**src/rtl/csr_trap_ctrl_pkg.sv**
```systemverilog
// Shared definitions for the machine-mode CSR file and trap controller:
// CSR addresses, op codes, status bit positions, privilege codes and helpers.
package csr_trap_ctrl_pkg;

  localparam int CSR_OP_WIDTH = 3;
  localparam logic [2:0] CSR_OP_RW  = 3'b001;
  localparam logic [2:0] CSR_OP_RS  = 3'b010;
  localparam logic [2:0] CSR_OP_RC  = 3'b011;
  localparam logic [2:0] CSR_OP_RWI = 3'b101;
  localparam logic [2:0] CSR_OP_RSI = 3'b110;
  localparam logic [2:0] CSR_OP_RCI = 3'b111;

  localparam logic [11:0] CSR_MSTATUS  = 12'h300;
  localparam logic [11:0] CSR_MISA     = 12'h301;
  localparam logic [11:0] CSR_MIE      = 12'h304;
  localparam logic [11:0] CSR_MTVEC    = 12'h305;
  localparam logic [11:0] CSR_MSCRATCH = 12'h340;
  localparam logic [11:0] CSR_MEPC     = 12'h341;
  localparam logic [11:0] CSR_MCAUSE   = 12'h342;
  localparam logic [11:0] CSR_MTVAL    = 12'h343;
  localparam logic [11:0] CSR_MIP      = 12'h344;
  localparam logic [11:0] CSR_CYCLE    = 12'hC00;
  localparam logic [11:0] CSR_TIME     = 12'hC01;
  localparam logic [11:0] CSR_INSTRET  = 12'hC02;
  localparam logic [11:0] CSR_CYCLEH   = 12'hC80;
  localparam logic [11:0] CSR_TIMEH    = 12'hC81;
  localparam logic [11:0] CSR_INSTRETH = 12'hC82;
  localparam logic [11:0] CSR_MARCHID  = 12'hF12;

  localparam int MSTATUS_MIE  = 3;
  localparam int MSTATUS_MPIE = 7;
  localparam int MSTATUS_MPRV = 17;
  localparam logic [31:0] MSTATUS_WMASK = 32'h0002_1888;
  localparam logic [31:0] MSTATUS_RESET = 32'h0000_1800;

  localparam int MIP_MSIP  = 3;
  localparam int MIP_MTIP  = 7;
  localparam int MIP_MEIP  = 11;
  localparam int LIRQ_BASE = 16;

  localparam logic [1:0] PRIV_U = 2'b00;
  localparam logic [1:0] PRIV_M = 2'b11;

  localparam logic [4:0] IRQ_ID_MSI = 5'd3;
  localparam logic [4:0] IRQ_ID_MTI = 5'd7;
  localparam logic [4:0] IRQ_ID_MEI = 5'd11;

  localparam logic [31:0] MISA_VAL    = 32'h4010_1101;
  localparam logic [31:0] MARCHID_VAL = 32'h0000_002b;

  typedef enum logic [1:0] {ST_IDLE, ST_REQ, ST_TRAP} irq_state_t;

  function automatic logic [31:0] mie_mask(input int n);
    logic [31:0] m;
    m = 32'h0000_0888;
    for (int i = 0; i < n; i++) m[LIRQ_BASE+i] = 1'b1;
    return m;
  endfunction

  function automatic logic [31:0] trap_mstatus(input logic [31:0] s, input logic [1:0] priv);
    logic [31:0] r;
    r = s;
    r[MSTATUS_MPIE] = s[MSTATUS_MIE];
    r[MSTATUS_MIE]  = 1'b0;
    r[12:11]        = priv;
    return r;
  endfunction

  function automatic logic [31:0] mret_mstatus(input logic [31:0] s);
    logic [31:0] r;
    r = s;
    r[MSTATUS_MIE]  = s[MSTATUS_MPIE];
    r[MSTATUS_MPIE] = 1'b1;
    r[12:11]        = PRIV_U;
    if (s[12:11] != PRIV_M) r[MSTATUS_MPRV] = 1'b0;
    return r;
  endfunction

endpackage

```
**src/rtl/csr_trap_ctrl_irq_arbiter.sv**
```systemverilog
// Interrupt input synchronisers (mip bit layout) and fixed-priority encoder
// over the pending-and-enabled word: MEI > MSI > MTI > local lines (lowest first).
module irq_arbiter
  import csr_trap_ctrl_pkg::*;
#(
  parameter int NUM_LIRQ    = 0,
  parameter int SYNC_STAGES = 2
) (
  input  logic                                 clk,
  input  logic                                 resetn,
  input  logic                                 irq_msip,
  input  logic                                 irq_mtip,
  input  logic                                 irq_meip,
  input  logic [(NUM_LIRQ>0?NUM_LIRQ:1)-1:0]   irq_local,
  input  logic [31:0]                          active,
  output logic [31:0]                          sync_lines,
  output logic                                 any_irq,
  output logic [4:0]                           irq_id
);

  logic [31:0] raw;
  logic        unused_lirq;

  // With no local lines the single spare port bit is never sampled.
  assign unused_lirq = ^irq_local;

  always_comb begin
    raw = '0;
    raw[MIP_MSIP] = irq_msip;
    raw[MIP_MTIP] = irq_mtip;
    raw[MIP_MEIP] = irq_meip;
    for (int i = 0; i < NUM_LIRQ; i++) raw[LIRQ_BASE+i] = irq_local[i];
  end

  generate
    if (SYNC_STAGES == 0) begin : g_nosync
      assign sync_lines = raw;
    end else begin : g_sync
      logic [31:0] stage_q [SYNC_STAGES];
      always_ff @(posedge clk) begin
        if (!resetn) begin
          for (int s = 0; s < SYNC_STAGES; s++) stage_q[s] <= '0;
        end else begin
          stage_q[0] <= raw;
          for (int s = 1; s < SYNC_STAGES; s++) stage_q[s] <= stage_q[s-1];
        end
      end
      assign sync_lines = stage_q[SYNC_STAGES-1];
    end
  endgenerate

  assign any_irq = |active;

  // Later assignments override earlier ones, so lowest priority goes first.
  always_comb begin
    irq_id = '0;
    for (int i = NUM_LIRQ - 1; i >= 0; i--)
      if (active[LIRQ_BASE+i]) irq_id = 5'(LIRQ_BASE + i);
    if (active[MIP_MTIP]) irq_id = IRQ_ID_MTI;
    if (active[MIP_MSIP]) irq_id = IRQ_ID_MSI;
    if (active[MIP_MEIP]) irq_id = IRQ_ID_MEI;
  end

endmodule

```
**src/rtl/csr_trap_ctrl.sv**
```systemverilog
// Machine-mode CSR file, counters and trap controller with a registered
// interrupt request/ack handshake and vectored dispatch for interrupts.
module csr_trap_ctrl
  import csr_trap_ctrl_pkg::*;
#(
  parameter logic [31:0] MTVEC_INIT    = 32'h0000_0000,
  parameter int          NUM_LIRQ      = 0,
  parameter int          SYNC_STAGES   = 2,
  parameter int          COUNTER_WIDTH = 64
) (
  input  logic                               clk,
  input  logic                               resetn,
  input  logic [11:0]                        csr_addr,
  input  logic [CSR_OP_WIDTH-1:0]            csr_op,
  input  logic                               csr_we,
  input  logic                               csr_re,
  input  logic [31:0]                        rs1_data,
  input  logic [4:0]                         uimm,
  output logic [31:0]                        rdata,
  output logic                               access_fault,
  input  logic                               exception_event,
  input  logic [31:0]                        cause,
  input  logic [31:0]                        pc,
  input  logic [31:0]                        badaddr,
  input  logic                               mret,
  input  logic                               wfi,
  input  logic                               inst_retired,
  input  logic                               irq_msip,
  input  logic                               irq_mtip,
  input  logic                               irq_meip,
  input  logic [(NUM_LIRQ>0?NUM_LIRQ:1)-1:0] irq_local,
  output logic                               irq_pending,
  input  logic                               irq_ack,
  output logic                               wfi_wake,
  output logic [31:0]                        trap_pc,
  output logic                               trap_select,
  output logic [1:0]                         privilege_mode,
  output logic [31:0]                        mstatus,
  output logic [31:0]                        mie,
  output logic [31:0]                        mip
);

  localparam logic [31:0] MIE_WMASK = mie_mask(NUM_LIRQ);

  irq_state_t               state;
  logic [4:0]               irq_id, win_id;
  logic                     any_irq, gie, irq_cond, take_irq, csr_commit;
  logic [31:0]              sync_lines, mscratch, mtvec, mepc, mcause, mtval;
  logic [31:0]              csr_val, operand, wval, mstatus_wr, trap_base;
  logic [COUNTER_WIDTH-1:0] cycle_cnt, instret_cnt;
  logic [63:0]              cycle64, instret64;
  logic                     unused_wfi;

  irq_arbiter #(.NUM_LIRQ(NUM_LIRQ), .SYNC_STAGES(SYNC_STAGES)) u_irq_arbiter (
    .clk        (clk),
    .resetn     (resetn),
    .irq_msip   (irq_msip),
    .irq_mtip   (irq_mtip),
    .irq_meip   (irq_meip),
    .irq_local  (irq_local),
    .active     (mip & mie),
    .sync_lines (sync_lines),
    .any_irq    (any_irq),
    .irq_id     (win_id)
  );

  // WFI only stalls the core; the wake condition is reported independently of it.
  assign unused_wfi   = wfi;
  assign wfi_wake     = |(mip & mie);
  assign gie          = (privilege_mode == PRIV_M) ? mstatus[MSTATUS_MIE] : 1'b1;
  assign irq_cond     = any_irq & gie;
  assign take_irq     = (state == ST_REQ) & irq_ack & ~exception_event & ~mret;
  assign access_fault = (privilege_mode < csr_addr[9:8]) | (csr_we & (csr_addr[11:10] == 2'b11));
  assign csr_commit   = csr_we & ~exception_event & ~mret & ~access_fault & ~take_irq;
  assign trap_base    = {mtvec[31:2], 2'b00};
  assign cycle64      = 64'(cycle_cnt);
  assign instret64    = 64'(instret_cnt);
  assign rdata        = csr_re ? csr_val : '0;

  always_comb begin
    csr_val = '0;
    case (csr_addr)
      CSR_MSTATUS:            csr_val = mstatus;
      CSR_MISA:               csr_val = MISA_VAL;
      CSR_MIE:                csr_val = mie;
      CSR_MTVEC:              csr_val = mtvec;
      CSR_MSCRATCH:           csr_val = mscratch;
      CSR_MEPC:               csr_val = mepc;
      CSR_MCAUSE:             csr_val = mcause;
      CSR_MTVAL:              csr_val = mtval;
      CSR_MIP:                csr_val = mip;
      CSR_CYCLE, CSR_TIME:    csr_val = cycle64[31:0];
      CSR_CYCLEH, CSR_TIMEH:  csr_val = cycle64[63:32];
      CSR_INSTRET:            csr_val = instret64[31:0];
      CSR_INSTRETH:           csr_val = instret64[63:32];
      CSR_MARCHID:            csr_val = MARCHID_VAL;
      default:                csr_val = '0;
    endcase
  end

  always_comb begin
    operand = csr_op[2] ? {27'b0, uimm} : rs1_data;
    case (csr_op)
      CSR_OP_RW, CSR_OP_RWI: wval = operand;
      CSR_OP_RS, CSR_OP_RSI: wval = csr_val | operand;
      CSR_OP_RC, CSR_OP_RCI: wval = csr_val & ~operand;
      default:               wval = csr_val;
    endcase
    // MPP only holds M or U; anything else collapses to U.
    mstatus_wr = wval & MSTATUS_WMASK;
    mstatus_wr[12:11] = (wval[12:11] == PRIV_M) ? PRIV_M : PRIV_U;
  end

  always_ff @(posedge clk) begin
    if (!resetn) begin
      cycle_cnt   <= '0;
      instret_cnt <= '0;
    end else begin
      cycle_cnt <= cycle_cnt + COUNTER_WIDTH'(1);
      if (inst_retired) instret_cnt <= instret_cnt + COUNTER_WIDTH'(1);
    end
  end

  always_ff @(posedge clk) begin
    if (!resetn) begin
      state          <= ST_IDLE;
      irq_pending    <= 1'b0;
      irq_id         <= '0;
      trap_select    <= 1'b0;
      trap_pc        <= '0;
      privilege_mode <= PRIV_M;
      mstatus        <= MSTATUS_RESET;
      mie            <= '0;
      mip            <= '0;
      mscratch       <= '0;
      mtvec          <= MTVEC_INIT;
      mepc           <= '0;
      mcause         <= '0;
      mtval          <= '0;
    end else begin
      mip         <= sync_lines;
      trap_select <= 1'b0;
      if (csr_commit) begin
        case (csr_addr)
          CSR_MSTATUS:  mstatus  <= mstatus_wr;
          CSR_MIE:      mie      <= wval & MIE_WMASK;
          CSR_MTVEC:    mtvec    <= {wval[31:2], 1'b0, wval[0]};
          CSR_MSCRATCH: mscratch <= wval;
          CSR_MEPC:     mepc     <= wval;
          CSR_MCAUSE:   mcause   <= wval;
          CSR_MTVAL:    mtval    <= wval;
          default: ;
        endcase
      end
      if (exception_event) begin
        mstatus        <= trap_mstatus(mstatus, privilege_mode);
        privilege_mode <= PRIV_M;
        mcause         <= cause;
        mepc           <= pc;
        mtval          <= (&badaddr) ? pc : badaddr;
        trap_pc        <= trap_base;
        trap_select    <= 1'b1;
      end else if (mret) begin
        mstatus        <= mret_mstatus(mstatus);
        privilege_mode <= mstatus[12:11];
        trap_pc        <= mepc;
        trap_select    <= 1'b1;
      end else if (take_irq) begin
        mstatus        <= trap_mstatus(mstatus, privilege_mode);
        privilege_mode <= PRIV_M;
        mcause         <= {1'b1, 26'b0, irq_id};
        mepc           <= pc;
        mtval          <= '0;
        trap_pc        <= (mtvec[1:0] == 2'b01) ? trap_base + {25'b0, irq_id, 2'b00} : trap_base;
        trap_select    <= 1'b1;
      end
      case (state)
        ST_IDLE: if (irq_cond) begin
          state       <= ST_REQ;
          irq_pending <= 1'b1;
          irq_id      <= win_id;
        end
        ST_REQ: begin
          // A trap or mret this cycle holds REQ; the request is re-judged next cycle.
          if (take_irq) begin
            state       <= ST_TRAP;
            irq_pending <= 1'b0;
          end else if (!(exception_event | mret)) begin
            if (!irq_cond) begin
              state       <= ST_IDLE;
              irq_pending <= 1'b0;
            end else begin
              irq_id <= win_id;
            end
          end
        end
        ST_TRAP: begin
          state       <= ST_IDLE;
          irq_pending <= 1'b0;
        end
        default: begin
          state       <= ST_IDLE;
          irq_pending <= 1'b0;
        end
      endcase
    end
  end

endmodule

```
**config.mk**
```make
export PLATFORM = sky130hd
export DESIGN_NAME = csr_trap_ctrl
export DESIGN_NICKNAME = d
export VERILOG_FILES = /design/src/rtl/csr_trap_ctrl_pkg.sv /design/src/rtl/csr_trap_ctrl_irq_arbiter.sv /design/src/rtl/csr_trap_ctrl.sv
export SDC_FILE = /design/constraint.sdc
export NUM_CORES = 1
export LEC_CHECK = 0
export ABC_CLOCK_PERIOD_IN_PS = 4400
export CAP_MARGIN = 10
export CORE_UTILIZATION = 25
export CTS_CLUSTER_SIZE = 25
export DETAILED_ROUTE_END_ITERATION = 7
export GPL_TIMING_DRIVEN = 0
export PLACE_DENSITY = 0.45
export SYNTH_ARGS = -nofsm -noshare
export SYNTH_HDL_FRONTEND = slang
export SYNTH_SLANG_ARGS = --single-unit
```
**constraint.sdc**
```tcl
create_clock -name clk -period 4.4 [get_ports clk]
set_clock_uncertainty 0.05 [all_clocks]
set_input_delay 0.88 -clock clk [delete_from_list [all_inputs] [get_ports clk]]
set_output_delay 0.88 -clock clk [all_outputs]
set_load 0.02 [all_outputs]
```
==> qor.txt, run 1 <==
Status: finished, violations left
Failing checks: setup timing
Clock sink total: 344
DP Worst Slack: -1.72 ns
Max_cap viols: 0
Ranking of synthesized cells by area: dfxtp_1, o21ai_0, nand2_1
Multi-input logic area: 11,700 sq um
Post-synth EDFFs: 0
Switching pwr: 2.36 mW
Register Area: 6890 sq um
ANT nets after route: 0
Post-synthesis simple-gate area fraction: 0.244
FP Rows: 101
Synth Area per Inst: 8.01 sq um
Global-route wire length before repair: 160,000 microns
Async set-reset flop share out of synthesis: 0
WL/cell: 30.0 microns
Final core occ: 0.336
Fillers: 8,136
CTS Buffer Depth: 3
CTS tree: built
PD cells: 324 nW/um^2
Die Height: 281 microns
Initial core utilization: 0.254
Fraction of layout instances using a drive strength above 1: 0.139
Fin crit share: 1.05
Grt ovf: 0
Synth Cell Area: 19,400 sq um
DP Wirelength: 93,500 microns
Post-synthesis mux area share: 0.0331
Clk pwr share: 0.479
Dpl cells: 3,779
Root Driver: clkbuf_16
Crit end category: flop
Synth Flop Type: dfxtp_1
Synth Area in XOR/XNOR: 0.0599
Reg2reg path depth: 8
Vias: 22,100
Combinational family with the most area after synthesis: simple AND/OR/NAND/NOR gates
Largest net degree at the start of global routing: 13
Compound-cell area share of the yosys netlist: 0.226
Post-synth top area share: 0.354
Reg power frac: 0.395
Synth top cells by count: dfxtp_1, nand2_1, nor2_1, o21ai_0, a21oi_1
Worst-skew pair later-pin latency: 0.62 ns
Combinational share of power: 0.126
Global placement routability congestion: 0.983
Total power: 8.31 mW
Min-delay worst type: reg -> reg
Headroom to the max-slew limit: 0.0332
Leading area contributor after synthesis: dfxtp_1
H-tree depth: 2
DR vias/cell: 5.67
Number of DRC markers in iteration 0: 2,845
Cells after Synth: 2,429
Antenna violations before repair: 4
DIE AREA: 78,900 sq um
Startpoint type of the worst setup path: input port
I/O pins: 327
Final WS setup: -0.202 ns
Maximum fanout along the worst path: 10
Hold depth: 1
Final Net Count: 3,004
Worst-margin pin slew: 1.45 ns
Drt drc: 0
Final Hold Fails: 0
Max IR drop VDD: 0.272 mV
Final worst path period need: 4.60 ns
Die Wd: 281 microns
Slew Viols, Final: 0
Most common cell in the netlist: dfxtp_1
Core area: 76,500 sq um
Setup-failing EPs final: 5
Switch share: 0.284
TNS Setup: -0.276 ns
Drt first pass iters: 6
Fmax: 0.217 GHz
Fin cells: 3,901
RSZ-0062 raised after global routing: yes
Number of global-route vias before repair: 20,500
Internal power: 5.94 mW
PortBufs: 231
Area grow syn2layout: 32.0%
Tot GR Track Use: 0.288
Yosys warnings: 0
CTS Hold Bufs: 0
Worst reg2reg setup slack: 0.35 ns
Synth unique cells: 90
Leakage: 9.23 nW
Post-synthesis sequential area ratio: 0.354
Synth Area in Adders: 0.00553
Final wirelength: 117,000 microns
Clk slew on worst S/H paths: 0.06 ns
Critical Path RT: 4.83 ns
Register bit total from synthesis: 344
Worst EP arrival: 5.03 ns
CTS Buf Count: 46
WS Path Type: in -> reg
==> metrics by stage <==
stage / hold slack, ns / cell area [sq um]
2_1_floorplan: 0.362 / 19800
6_report: 0.381 / 25700
3_3_place_gp: 0.363 / 23400
4_1_cts: 0.384 / 25700
3_5_place_dp: 0.369 / 23400
5_1_grt: 0.399 / 25700
==> cells in the final DEF (no fill, tap or decap), types with 58 or more instances in the layout <==
| master | netlist | final |
|---|---|---|
| buf_4 | 89 | 144 |
| nor2_1 | 214 | 205 |
| clkdlybuf4s50_1 | 0 | 191 |
| xor2_1 | 73 | 73 |
| nand2_1 | 227 | 225 |
| a21oi_1 | 157 | 156 |
| clkbuf_1 | 134 | 125 |
| nand4_1 | 58 | 58 |
| conb_1 | 1 | 85 |
| nand3_1 | 96 | 95 |
| o21ai_0 | 182 | 178 |
| xnor2_1 | 60 | 60 |
| dfxtp_1 | 344 | 344 |
==> power by group through the flow <==
stage                     clock [mW]  sequential (mW)  combinational (mW)
final                           3.98             3.28                1.04
after global routing            4.15             3.28                1.08
after CTS                       4.02             3.28                1.01
after detailed placement           0             3.35               0.982
after global placement             0             3.35               0.975
after floorplan                    0             3.31               0.487
==> cell type report <==
class	instances	share of cell area
clock buffer	63	0.0508
multi-input combinational	1871	0.457
sequential	344	0.268
tap	1030	0.0502
buffer	252	0.0550
clock inverter	20	0.00989
antenna	1	0.0000975
timing repair buffer	281	0.103
inverter	39	0.00570
==> worst paths after layout <==
kind                                      start                            endpoint
min reg2reg  u_irq_arbiter.g_sync.stage_q[0][7]  u_irq_arbiter.g_sync.stage_q[1][7]
min          u_irq_arbiter.g_sync.stage_q[0][7]  u_irq_arbiter.g_sync.stage_q[1][7]
max                                 csr_addr[2]                          mcause[18]
max reg2reg                            state[1]                         trap_pc[30]
==> logic make-up (layout without fill, tap and decap cells) <==
| logic type | after synthesis | count (layout) |
|---|---|---|
| adder cells (fa/ha/maj) | 8 | 8 |
| AND/OR/NAND/NOR | 919 | 919 |
| XOR/XNOR | 133 | 133 |
| other | 1 | 86 |
| multiplexers | 57 | 57 |
| flip-flops | 344 | 344 |
| buffers and inverters | 298 | 655 |
| AO/OA/AOI/OAI | 669 | 669 |
==> flip-flops by register name, summed over array words and instances, names as in the netlist, 5 cells and up <==
signal	flops
mstatus	5
mcause	32
mtvec	31
instret64	64
mtval	32
trap_pc	32
u_irq_arbiter.g_sync.stage_q	6
mscratch	32
mepc	32
cycle64	64
==> metal layers <==
metal	share of wire	global-route usage	vias up	wire, microns
met4	0.042	0.116	4	4880
li1	-	-	9534	-
met3	0.090	0.0522	209	10500
met5	0.00020	0	-	23
met2	0.43	0.439	1344	50800
met1	0.43	0.398	11000	50800
==> critical path: stages <==
cell and delay [ns]:
clkdlybuf4s50_1 0.44, buf_4 0.21, and2_1 0.16, and4_4 0.25, buf_6 0.19, a222oi_1 0.64
nand4_1 0.23, buf_4 0.19, buf_4 0.12, buf_4 0.12, buf_4 0.12, buf_4 0.12
buf_4 0.13, buf_4 0.12, buf_4 0.12, buf_4 0.12, buf_4 0.12, a2bb2oi_1 0.24
a222oi_1 0.42, inv_1 0.07
==> timing repair <==
action / in CTS / in global routing
gates cloned: 0 / 0
buffers inserted: 43 / 2
endpoints found under the hold margin: 0 / 0
setup endpoints to repair: 80 / 52
pin swaps: 24 / 11
resized for setup: 204 / 41
Power figures use the tool's default switching activity.
==> run 2, diff against run 1 <==
--- a/config.mk
+++ b/config.mk
@@ -12,6 +12,7 @@
 export DETAILED_ROUTE_END_ITERATION = 7
 export GPL_TIMING_DRIVEN = 0
 export PLACE_DENSITY = 0.45
+export SETUP_SLACK_MARGIN = 0.02
 export SYNTH_ARGS = -nofsm -noshare
 export SYNTH_HDL_FRONTEND = slang
 export SYNTH_SLANG_ARGS = --single-unit
==> qor.txt, run 2 (synthesis results as in run 1) <==
Clock sink total: 344 (unchanged)
Maximum fanout along the worst path: 10 (unchanged)
Fin crit share: 1.02 (-0.0230)
H-tree depth: 2 (unchanged)
Clk slew on worst S/H paths: 0.06 ns (about the same)
Global placement routability congestion: 0.983 (unchanged)
I/O pins: 327 (unchanged)
Dpl cells: 3,779 (unchanged)
Leakage: 9.27 nW (+0.40%)
CTS Buf Count: 46 (unchanged)
Largest net degree at the start of global routing: 13 (unchanged)
Failing checks: setup timing
Setup-failing EPs final: 1 (-4)
Slew Viols, Final: 0 (unchanged)
DR vias/cell: 5.68 (+0.25%)
Combinational share of power: 0.126 (about the same)
Global-route wire length before repair: 160,000 microns (about the same)
Switching pwr: 2.37 mW (about the same)
Hold depth: 1 (unchanged)
Final worst path period need: 4.50 ns (-0.101 ns)
Area grow syn2layout: 32.3%
Register Area: 6890 sq um (unchanged)
Commonest non-fill, non-tap cell in the layout: dfxtp_1
Max IR drop VDD: 0.273 mV (+0.55%)
Drt drc: 0 (unchanged)
Fin cells: 3,906 (+0.13%)
WS Path Type: in -> reg
WL/cell: 30.0 microns (+0.12%)
CTS Hold Bufs: 0 (unchanged)
Tot GR Track Use: 0.288 (about the same)
Die Wd: 281 microns (unchanged)
FP Rows: 101 (unchanged)
Final Hold Fails: 0 (unchanged)
DIE AREA: 78,900 sq um (unchanged)
Internal power: 5.95 mW (about the same)
PortBufs: 231 (unchanged)
Min-delay worst type: reg -> reg
Headroom to the max-slew limit: 0.0611 (+0.0279)
Startpoint type of the worst setup path: input port
PD cells: 323 nW/um^2 (-0.14%)
Fillers: 8,119 (-0.21%)
Worst EP arrival: 4.93 ns (-0.10 ns)
Number of DRC markers in iteration 0: 3,071 (+7.9%)
Multi-input logic area: 11,700 sq um (about the same)
Crit end category: flop
Worst-margin pin slew: 1.41 ns (-0.0419 ns)
Root Driver: clkbuf_16
Die Height: 281 microns (unchanged)
Grt ovf: 0 (unchanged)
Antenna violations before repair: 4 (unchanged)
Vias: 22,200 (+0.38%)
Fmax: 0.222 GHz (+2.3%)
Switch share: 0.285 (about the same)
Initial core utilization: 0.254 (unchanged)
Critical Path RT: 4.82 ns (about the same)
ANT nets after route: 0 (unchanged)
Status: finished, violations left
CTS Buffer Depth: 3 (unchanged)
RSZ-0062 raised after global routing: yes
DP Worst Slack: -1.72 ns (unchanged)
Number of global-route vias before repair: 20,500 (-0.073%)
Max_cap viols: 0 (unchanged)
Final Net Count: 3,008 (+0.13%)
Final WS setup: -0.100 ns (+0.101 ns)
Fraction of layout instances using a drive strength above 1: 0.141 (+0.00155)
Most frequent cells in the layout: dfxtp_1, nand2_1, nor2_1, clkdlybuf4s50_1, o21ai_0
Clk pwr share: 0.479 (about the same)
Drt first pass iters: 7 (+1)
CTS tree: built
Core area: 76,500 sq um (unchanged)
Reg2reg path depth: 8 (unchanged)
Reg power frac: 0.395 (about the same)
Worst-skew pair later-pin latency: 0.62 ns (about the same)
DP Wirelength: 93,500 microns (unchanged)
Final wirelength: 117,000 microns (+0.25%)
run 2: final cells by class:
cell class / count / share of cell area
multi-input cells: 1871 / 0.456
flip-flops and latches: 344 / 0.268
repair buffers: 284 / 0.104
plain buffers: 253 / 0.0560
clock buffers: 63 / 0.0507
well taps: 1030 / 0.0501
clock inverters: 20 / 0.00988
inverters: 39 / 0.00569
diodes: 2 / 0.000195
run 2: repair_timing:
item | CTS | global route
pin swaps | 26 | 8
endpoints found under the setup margin | 81 | 35
setup buffers | 43 | 5
gates cloned | 0 | 0
resized for setup | 221 | 33
run 2: power groups by stage:
stage                     sequential (mW)  clock, mW  combinational (mW)
final                                3.28       3.98                1.05
after global routing                 3.28       4.15                1.08
after CTS                            3.28       4.02                1.01
after detailed placement             3.35          0               0.982
after global placement               3.35          0               0.975
after floorplan                      3.31          0               0.487
run 2: layer usage:
metal,share of wire,wire length [microns],up-vias,GRT usage
met1,0.43,50400,11000,0.397
met5,0,0,-,0
met2,0.43,50800,1391,0.440
li1,-,-,9549,-
met4,0.043,5010,0,0.114
met3,0.095,11200,226,0.0540
run 2: final timing paths:
path,slack (ns),end,start
max,-0.10,mcause[18],csr_addr[9]
min,0.38,u_irq_arbiter.g_sync.stage_q[1][7],u_irq_arbiter.g_sync.stage_q[0][7]
max reg2reg,0.47,mcause[12],state[1]
min reg2reg,0.38,u_irq_arbiter.g_sync.stage_q[1][7],u_irq_arbiter.g_sync.stage_q[0][7]
run 2: critical path, stage by stage:
cell           delay, ns
dlygate4sd2_1       0.32
or4bb_4             0.26
buf_12              0.16
nor4_4              0.06
buf_6               0.15
buf_4               0.17
a222oi_1            0.65
nand4_1             0.23
buf_4               0.20
buf_4               0.12
buf_4               0.12
buf_4               0.12
buf_4               0.12
buf_4               0.12
buf_4               0.12
buf_4               0.12
buf_4               0.12
buf_4               0.13
a2bb2oi_2           0.21
a222oi_1            0.44
inv_1               0.08
run 2: per-stage QoR:
step | instance area (sq um) | TNS, ns | utilization | power [mW] | hold slack [ns]
after CTS | 25700 | -0.0391 | 0.336 | 8.31 | 0.384
after global placement | 23400 | -142.43 | 0.306 | 4.32 | 0.363
after global routing | 25700 | -0.0299 | 0.336 | 8.51 | 0.399
final | 25700 | -0.100 | 0.336 | 8.31 | 0.381
after floorplan | 19800 | 0 | - | 3.80 | 0.362
after detailed placement | 23400 | -120.99 | 0.306 | 4.33 | 0.369
